`src/rtl/map9v3_sched_pkg.sv`:
```
// Shared types and defaults for the map9v3 job scheduler.
package map9v3_sched_pkg;

  localparam int NW_DEF = 9;
  localparam int SW_DEF = 8;

  typedef logic id_t;

  typedef enum logic [2:0] {
    S_IDLE,
    S_START,
    S_ARM,
    S_RUN,
    S_RESP
  } state_t;

  function automatic logic [1:0] id_onehot(input id_t id);
    return id ? 2'b10 : 2'b01;
  endfunction

endpackage

```
`src/rtl/map9v3_sched_rr_arb2.sv`:
```
// Two-way round-robin arbiter; the pointer names the requester that currently
// has priority and moves past whoever was just served.
module rr_arb2
  import map9v3_sched_pkg::*;
(
  input  logic       clock,
  input  logic       reset,
  input  logic [1:0] req,
  input  logic       advance,
  input  id_t        served,
  output logic [1:0] gnt
);

  id_t ptr;

  always_ff @(posedge clock or negedge reset) begin
    if (!reset) begin
      ptr <= 1'b0;
    end else if (advance) begin
      ptr <= ~served;
    end
  end

  always_comb begin
    gnt = 2'b00;
    if (req[ptr]) begin
      gnt = id_onehot(ptr);
    end else if (req[~ptr]) begin
      gnt = id_onehot(~ptr);
    end
  end

endmodule

```
`src/rtl/map9v3_sched.sv`:
```
// Round-robin job scheduler owning the start/N inputs of one map9v3 engine.
// Optional watchdog: define MAP9V3_SCHED_WATCHDOG_EN to abort jobs after TIMEOUT cycles.
//
// Handshakes: a request transfers on a rising edge where req_valid[i] & req_ready[i];
// a response transfers on a rising edge where rsp_valid & rsp_ready. Neither valid
// may depend on its ready, and the offering side holds its payload until transfer.
module map9v3_sched
  import map9v3_sched_pkg::*;
#(
  parameter int NW      = NW_DEF,
  parameter int SW      = SW_DEF,
  parameter int TIMEOUT = 4096
) (
  input  logic          clock,
  input  logic          reset,
  input  logic [1:0]    req_valid,
  input  logic [NW-1:0] req_n0,
  input  logic [NW-1:0] req_n1,
  output logic [1:0]    req_ready,
  output logic          rsp_valid,
  input  logic          rsp_ready,
  output logic          rsp_id,
  output logic [NW-1:0] rsp_dp,
  output logic [SW-1:0] rsp_sr,
  output logic          rsp_err,
  output logic          busy,
  output logic          eng_start,
  output logic [NW-1:0] eng_n,
  input  logic          eng_done,
  input  logic [NW-1:0] eng_dp,
  input  logic [SW-1:0] eng_sr
);

  state_t     state, state_nx;
  logic [1:0] gnt;
  logic [1:0] ready_q;
  logic [1:0] take;
  logic       accept;
  logic       done_hit;
  logic       timeout_hit;
  id_t        cur_id;

  assign req_ready = ready_q;
  assign take      = req_valid & ready_q;
  assign accept    = (state == S_IDLE) && (take != 2'b00);
  assign done_hit  = (state == S_RUN) && eng_done;

  rr_arb2 u_arb (
    .clock   (clock),
    .reset   (reset),
    .req     (req_valid),
    .advance (accept),
    .served  (take[1]),
    .gnt     (gnt)
  );

`ifdef MAP9V3_SCHED_WATCHDOG_EN
  localparam int CW = $clog2(TIMEOUT + 1);
  logic [CW-1:0] wd_cnt;

  always_ff @(posedge clock or negedge reset) begin
    if (!reset) begin
      wd_cnt <= '0;
    end else if (state == S_START) begin
      wd_cnt <= '0;
    end else if (state == S_ARM || state == S_RUN) begin
      wd_cnt <= wd_cnt + 1'b1;
    end
  end

  assign timeout_hit = (state == S_ARM || state == S_RUN) && (wd_cnt == CW'(TIMEOUT - 1));
`else
  // Constant false: without the watchdog ARM/RUN wait for the engine indefinitely.
  assign timeout_hit = (TIMEOUT < 0);
`endif

  always_ff @(posedge clock or negedge reset) begin
    if (!reset) begin
      state <= S_IDLE;
    end else begin
      state <= state_nx;
    end
  end

  always_comb begin
    state_nx = state;
    unique case (state)
      S_IDLE:  if (accept) state_nx = S_START;
      S_START: state_nx = S_ARM;
      // ARM waits for the engine to leave the done level left over from the last job.
      S_ARM: begin
        if (timeout_hit)    state_nx = S_RESP;
        else if (!eng_done) state_nx = S_RUN;
      end
      S_RUN:   if (eng_done || timeout_hit) state_nx = S_RESP;
      S_RESP:  if (rsp_ready) state_nx = S_IDLE;
      default: state_nx = S_IDLE;
    endcase
  end

  always_comb begin
    eng_start = (state == S_START);
    busy      = (state != S_IDLE);
    rsp_valid = (state == S_RESP);
  end

  always_ff @(posedge clock or negedge reset) begin
    if (!reset) begin
      ready_q <= 2'b00;
      eng_n   <= '0;
      cur_id  <= 1'b0;
      rsp_id  <= 1'b0;
      rsp_dp  <= '0;
      rsp_sr  <= '0;
      rsp_err <= 1'b0;
    end else begin
      // Grant is offered one cycle after IDLE is entered, so jobs are spaced by two idle cycles.
      ready_q <= (state == S_IDLE && !accept) ? gnt : 2'b00;
      if (accept) begin
        eng_n  <= take[1] ? req_n1 : req_n0;
        cur_id <= take[1];
      end
      if (done_hit) begin
        rsp_id  <= cur_id;
        rsp_dp  <= eng_dp;
        rsp_sr  <= eng_sr;
        rsp_err <= 1'b0;
      end else if (timeout_hit) begin
        rsp_id  <= cur_id;
        rsp_dp  <= '0;
        rsp_sr  <= '0;
        rsp_err <= 1'b1;
      end
    end
  end

endmodule
```
`config.mk`:
```
export PLATFORM = sky130hd
export DESIGN_NAME = map9v3_sched
export DESIGN_NICKNAME = d
export VERILOG_FILES = /design/src/rtl/map9v3_sched_pkg.sv /design/src/rtl/map9v3_sched_rr_arb2.sv /design/src/rtl/map9v3_sched.sv
export SDC_FILE = /design/constraint.sdc
export NUM_CORES = 1
export LEC_CHECK = 0
export ABC_AREA = 1
export CORE_UTILIZATION = 41
export DETAILED_ROUTE_END_ITERATION = 8
export MAX_ROUTING_LAYER = met4
export PLACE_DENSITY = 0.79
export SLEW_MARGIN = 5
export SYNTH_ARGS = -nofsm -noshare
export SYNTH_HDL_FRONTEND = slang
export SYNTH_SLANG_ARGS = --single-unit
```
`constraint.sdc`:
```
create_clock -name clock -period 3.7 [get_ports clock]
set_input_delay 1.11 -clock clock [delete_from_list [all_inputs] [get_ports clock]]
set_output_delay 1.11 -clock clock [all_outputs]
set_load 0.05 [all_outputs]
```
==> results.md <==
* Cell Rows at 22
* Unique cell type count in the Yosys netlist at 20
* Synth top area cells: dfrtp_1 (52%), nand2_1 (10%), o21ai_2 (8.1%)
* Avg WL per Cell at 11.21 um
* Setup repair after global routing missed its margin: no
* CP Capture Point: eng_start
* Initial drt markers at 38
* Finish-stage setup viols at 0
* Num CTS Buffers at 5
* Initial antenna violation count at 0
* DRC violations left at 0
* Switch share at 50.08%
* First-pass GRT wire length at 5706 um
* Die area at 4220 um2
* Worst Path Class, Setup: reg -> out
* Crit path from: state[2]
* FF/Latch Area at 850.8 um2
* P_sw at 1.089 mW
* Reg-to-reg startpoint: req_ready[1]
* Setup TNS at 0 ps
* Antenna diodes at 0
* Sequential fraction of the synthesis area at 52.35%
* Int Pwr at 1.086 mW
* Fmax at 0.3342 GHz
* I/O pins at 74
* Slew @ Worst Pin at 727.6 ps
* Yosys top cell area share at 52.35%
* Clk root buf: clkbuf_8
* Commonest non-fill, non-tap cells in the layout: clkdlybuf4s50_1 (71), nand2_1 (44), dfrtp_1 (34), inv_1 (24), nand3_1 (22)
* Via density at 4.663
* Crit. End Element: output pin
* Clock Latency Late Sink at 280 ps
* Critical Path Source Type: register
* Final ANT Viol Nets at 0
* Total number of vias at 1385
* Proportion of layout cells with a drive suffix above 1 at 11.65%
* Postcts setup bufs at 0
* Synthesized area per cell at 9.029 um2
* R2R Setup Slk at 2060 ps
* Max cap viols at 0
* Multi-input gate area at 590.6 um2
* Syn Nets at 221
* Vias in the first global route at 1345
* HPWL after DPL at 2412 um
* Port bufs at 72
* Finished layout cell area at 2394 um2
* Leading area contributor after synthesis: dfrtp_1
* Clock buffer depth at 2
* R2r worst-path depth at 7
* Worst vdd ir at 0.5188 mV
* Total Power at 2.175 mW
* Fill cells at 324
* GPL Wtd Cong at 0.8418
* H-tree Lvls at 2
* Power Dens Cells at 908.8 nW/um2
* Critical Path RT at 2590 ps
* Height of the die at 64.96 um
* Total congestion overflow at 0
* Hold buffer count at CTS at 0
* Rel. slew slack at 51.49%
* Worst hold path class: reg -> reg
* CP max FO at 4
* Commonest non-fill, non-tap cell in the layout: clkdlybuf4s50_1
* Minimum clock period at 2992 ps
* Netlist area before placement at 1625 um2
* CTS tree: done
* Die W at 64.96 um
* Logic pwr share at 58.3%
* Crit path arrival time at 1880 ps
* Worst Clk Skew at 1.534 ps
* Final Max Slew Viols at 0
* Clk pwr share at 11.6%
* Dpl cells at 290
* Syn Inst Count at 180
* Sequential Power Share at 30.1%
* Clock Sink Count at 34
* Period utilization at 80.87%
* Largest net degree at the start of global routing at 38
* Hold Vio Cnt, Final at 0
* Flop and latch count out of synthesis at 34
* Synth warn at 0
* Final WL at 3330 um
* Area grow syn2layout at 47.27%
* Drt first pass iters at 4
* Clock Pin Slew Worst Setup and Hold Paths at 70 ps
* Leakage at 1.122 nW
* Placed inst area at 2315 um2
* Status: complete, no violations
* Gr usage total at 18.54%
* Fin cells at 297
* Post-CTS sizing at 0
* Final #Nets at 290
* Core footprint at 3744 um2
* Worst hold start: rsp_sr[1]
* Worst r2r dst: eng_n[8]
* Initial Util at 43.42%
==> state kept, by name, summed over array words and instances, names as in the netlist <==
name,count
u_arb.ptr,1
state,3
rsp_dp,9
rsp_sr,8
eng_n,9
req_ready,2
cur_id,1
rsp_id,1
==> routing by layer <==
| metal | share of wire, % | routed length [um] | up-vias | global-route usage [%] |
|---|---|---|---|---|
| met5 | 0 | 0 | - | - |
| met4 | 0.78 | 26 | 0 | 9.167 |
| met3 | 8.6 | 286 | 4 | 5.106 |
| met2 | 44 | 1458 | 65 | 28.65 |
| met1 | 47 | 1559 | 605 | 22.18 |
| li1 | - | - | 711 | - |
==> metrics by stage <==
stage | setup WS [ps] | util, % | hold WS, ps
floorplan | 1002 | - | 436.7
global placement | 900.2 | 61.83 | 461.2
detailed placement | 819.1 | 61.83 | 471.4
CTS | 688.5 | 63.94 | 488.0
global route | 637.4 | 63.94 | 504.4
finish | 707.7 | 63.94 | 483.3
==> Yosys cell counts <==
| library cell | instances |
|---|---|
| nor2_1 | 6 |
| nand2_2 | 1 |
| nand4_4 | 1 |
| dfrtp_1 | 34 |
| nand4_1 | 9 |
| o21ai_1 | 4 |
| inv_1 | 24 |
| nor2_4 | 2 |
| buf_6 | 5 |
| nand2_1 | 44 |
| nor3_1 | 2 |
| clkinv_1 | 1 |
| conb_1 | 1 |
| nand3_1 | 22 |
| clkbuf_1 | 2 |
| inv_2 | 1 |
| nand2_4 | 1 |
| o21ai_2 | 15 |
| o21ai_0 | 2 |
| buf_4 | 3 |
==> power groups by stage <==
stage / clock network, mW / registers [mW] / logic [mW]
final: 0.252 / 0.655 / 1.27
after global placement: 0 / 0.657 / 1.26
after CTS: 0.264 / 0.653 / 1.28
after detailed placement: 0 / 0.655 / 1.28
after floorplan: 0 / 1.11 / 0.432
after global routing: 0.284 / 0.673 / 1.35
==> worst max-delay path, stage by stage, from the launching register on <==
cell and delay, ps:
dfrtp_1 410, inv_1 200, nand2_1 100, nor2_1 90, clkdlybuf4s50_1 800
==> layout make-up <==
class                   count  area share [%]
repair buffers             72           29.90
clock buffers               5           2.875
clock inverters             2          0.4182
multi-input cells         110           24.67
inverters                  26           4.077
well taps                  48           2.509
flip-flops and latches     34           35.55
==> kinds of logic (layout without fill, tap and decap cells) <==
kind of cell    Yosys count  count (layout)  share of synthesized area (%)
compound gates           21              21                          9.931
buf+inv                  36             105                          11.32
flops                    34              34                          52.35
other cells               1               1                         0.2307
simple gates             88              88                          26.17
==> worst min path at each step <==
stage               cells after the start   endpoint  slack (ps)
floorplan                               2  u_arb.ptr         440
global placement                        2  rsp_sr[5]         460
detailed placement                      2  rsp_sr[1]         470
CTS                                     2  rsp_sr[1]         490
global route                            2  rsp_dp[6]         500
finish                                  2  rsp_sr[1]         480
Note: power is estimated with default switching activity, not from simulation.
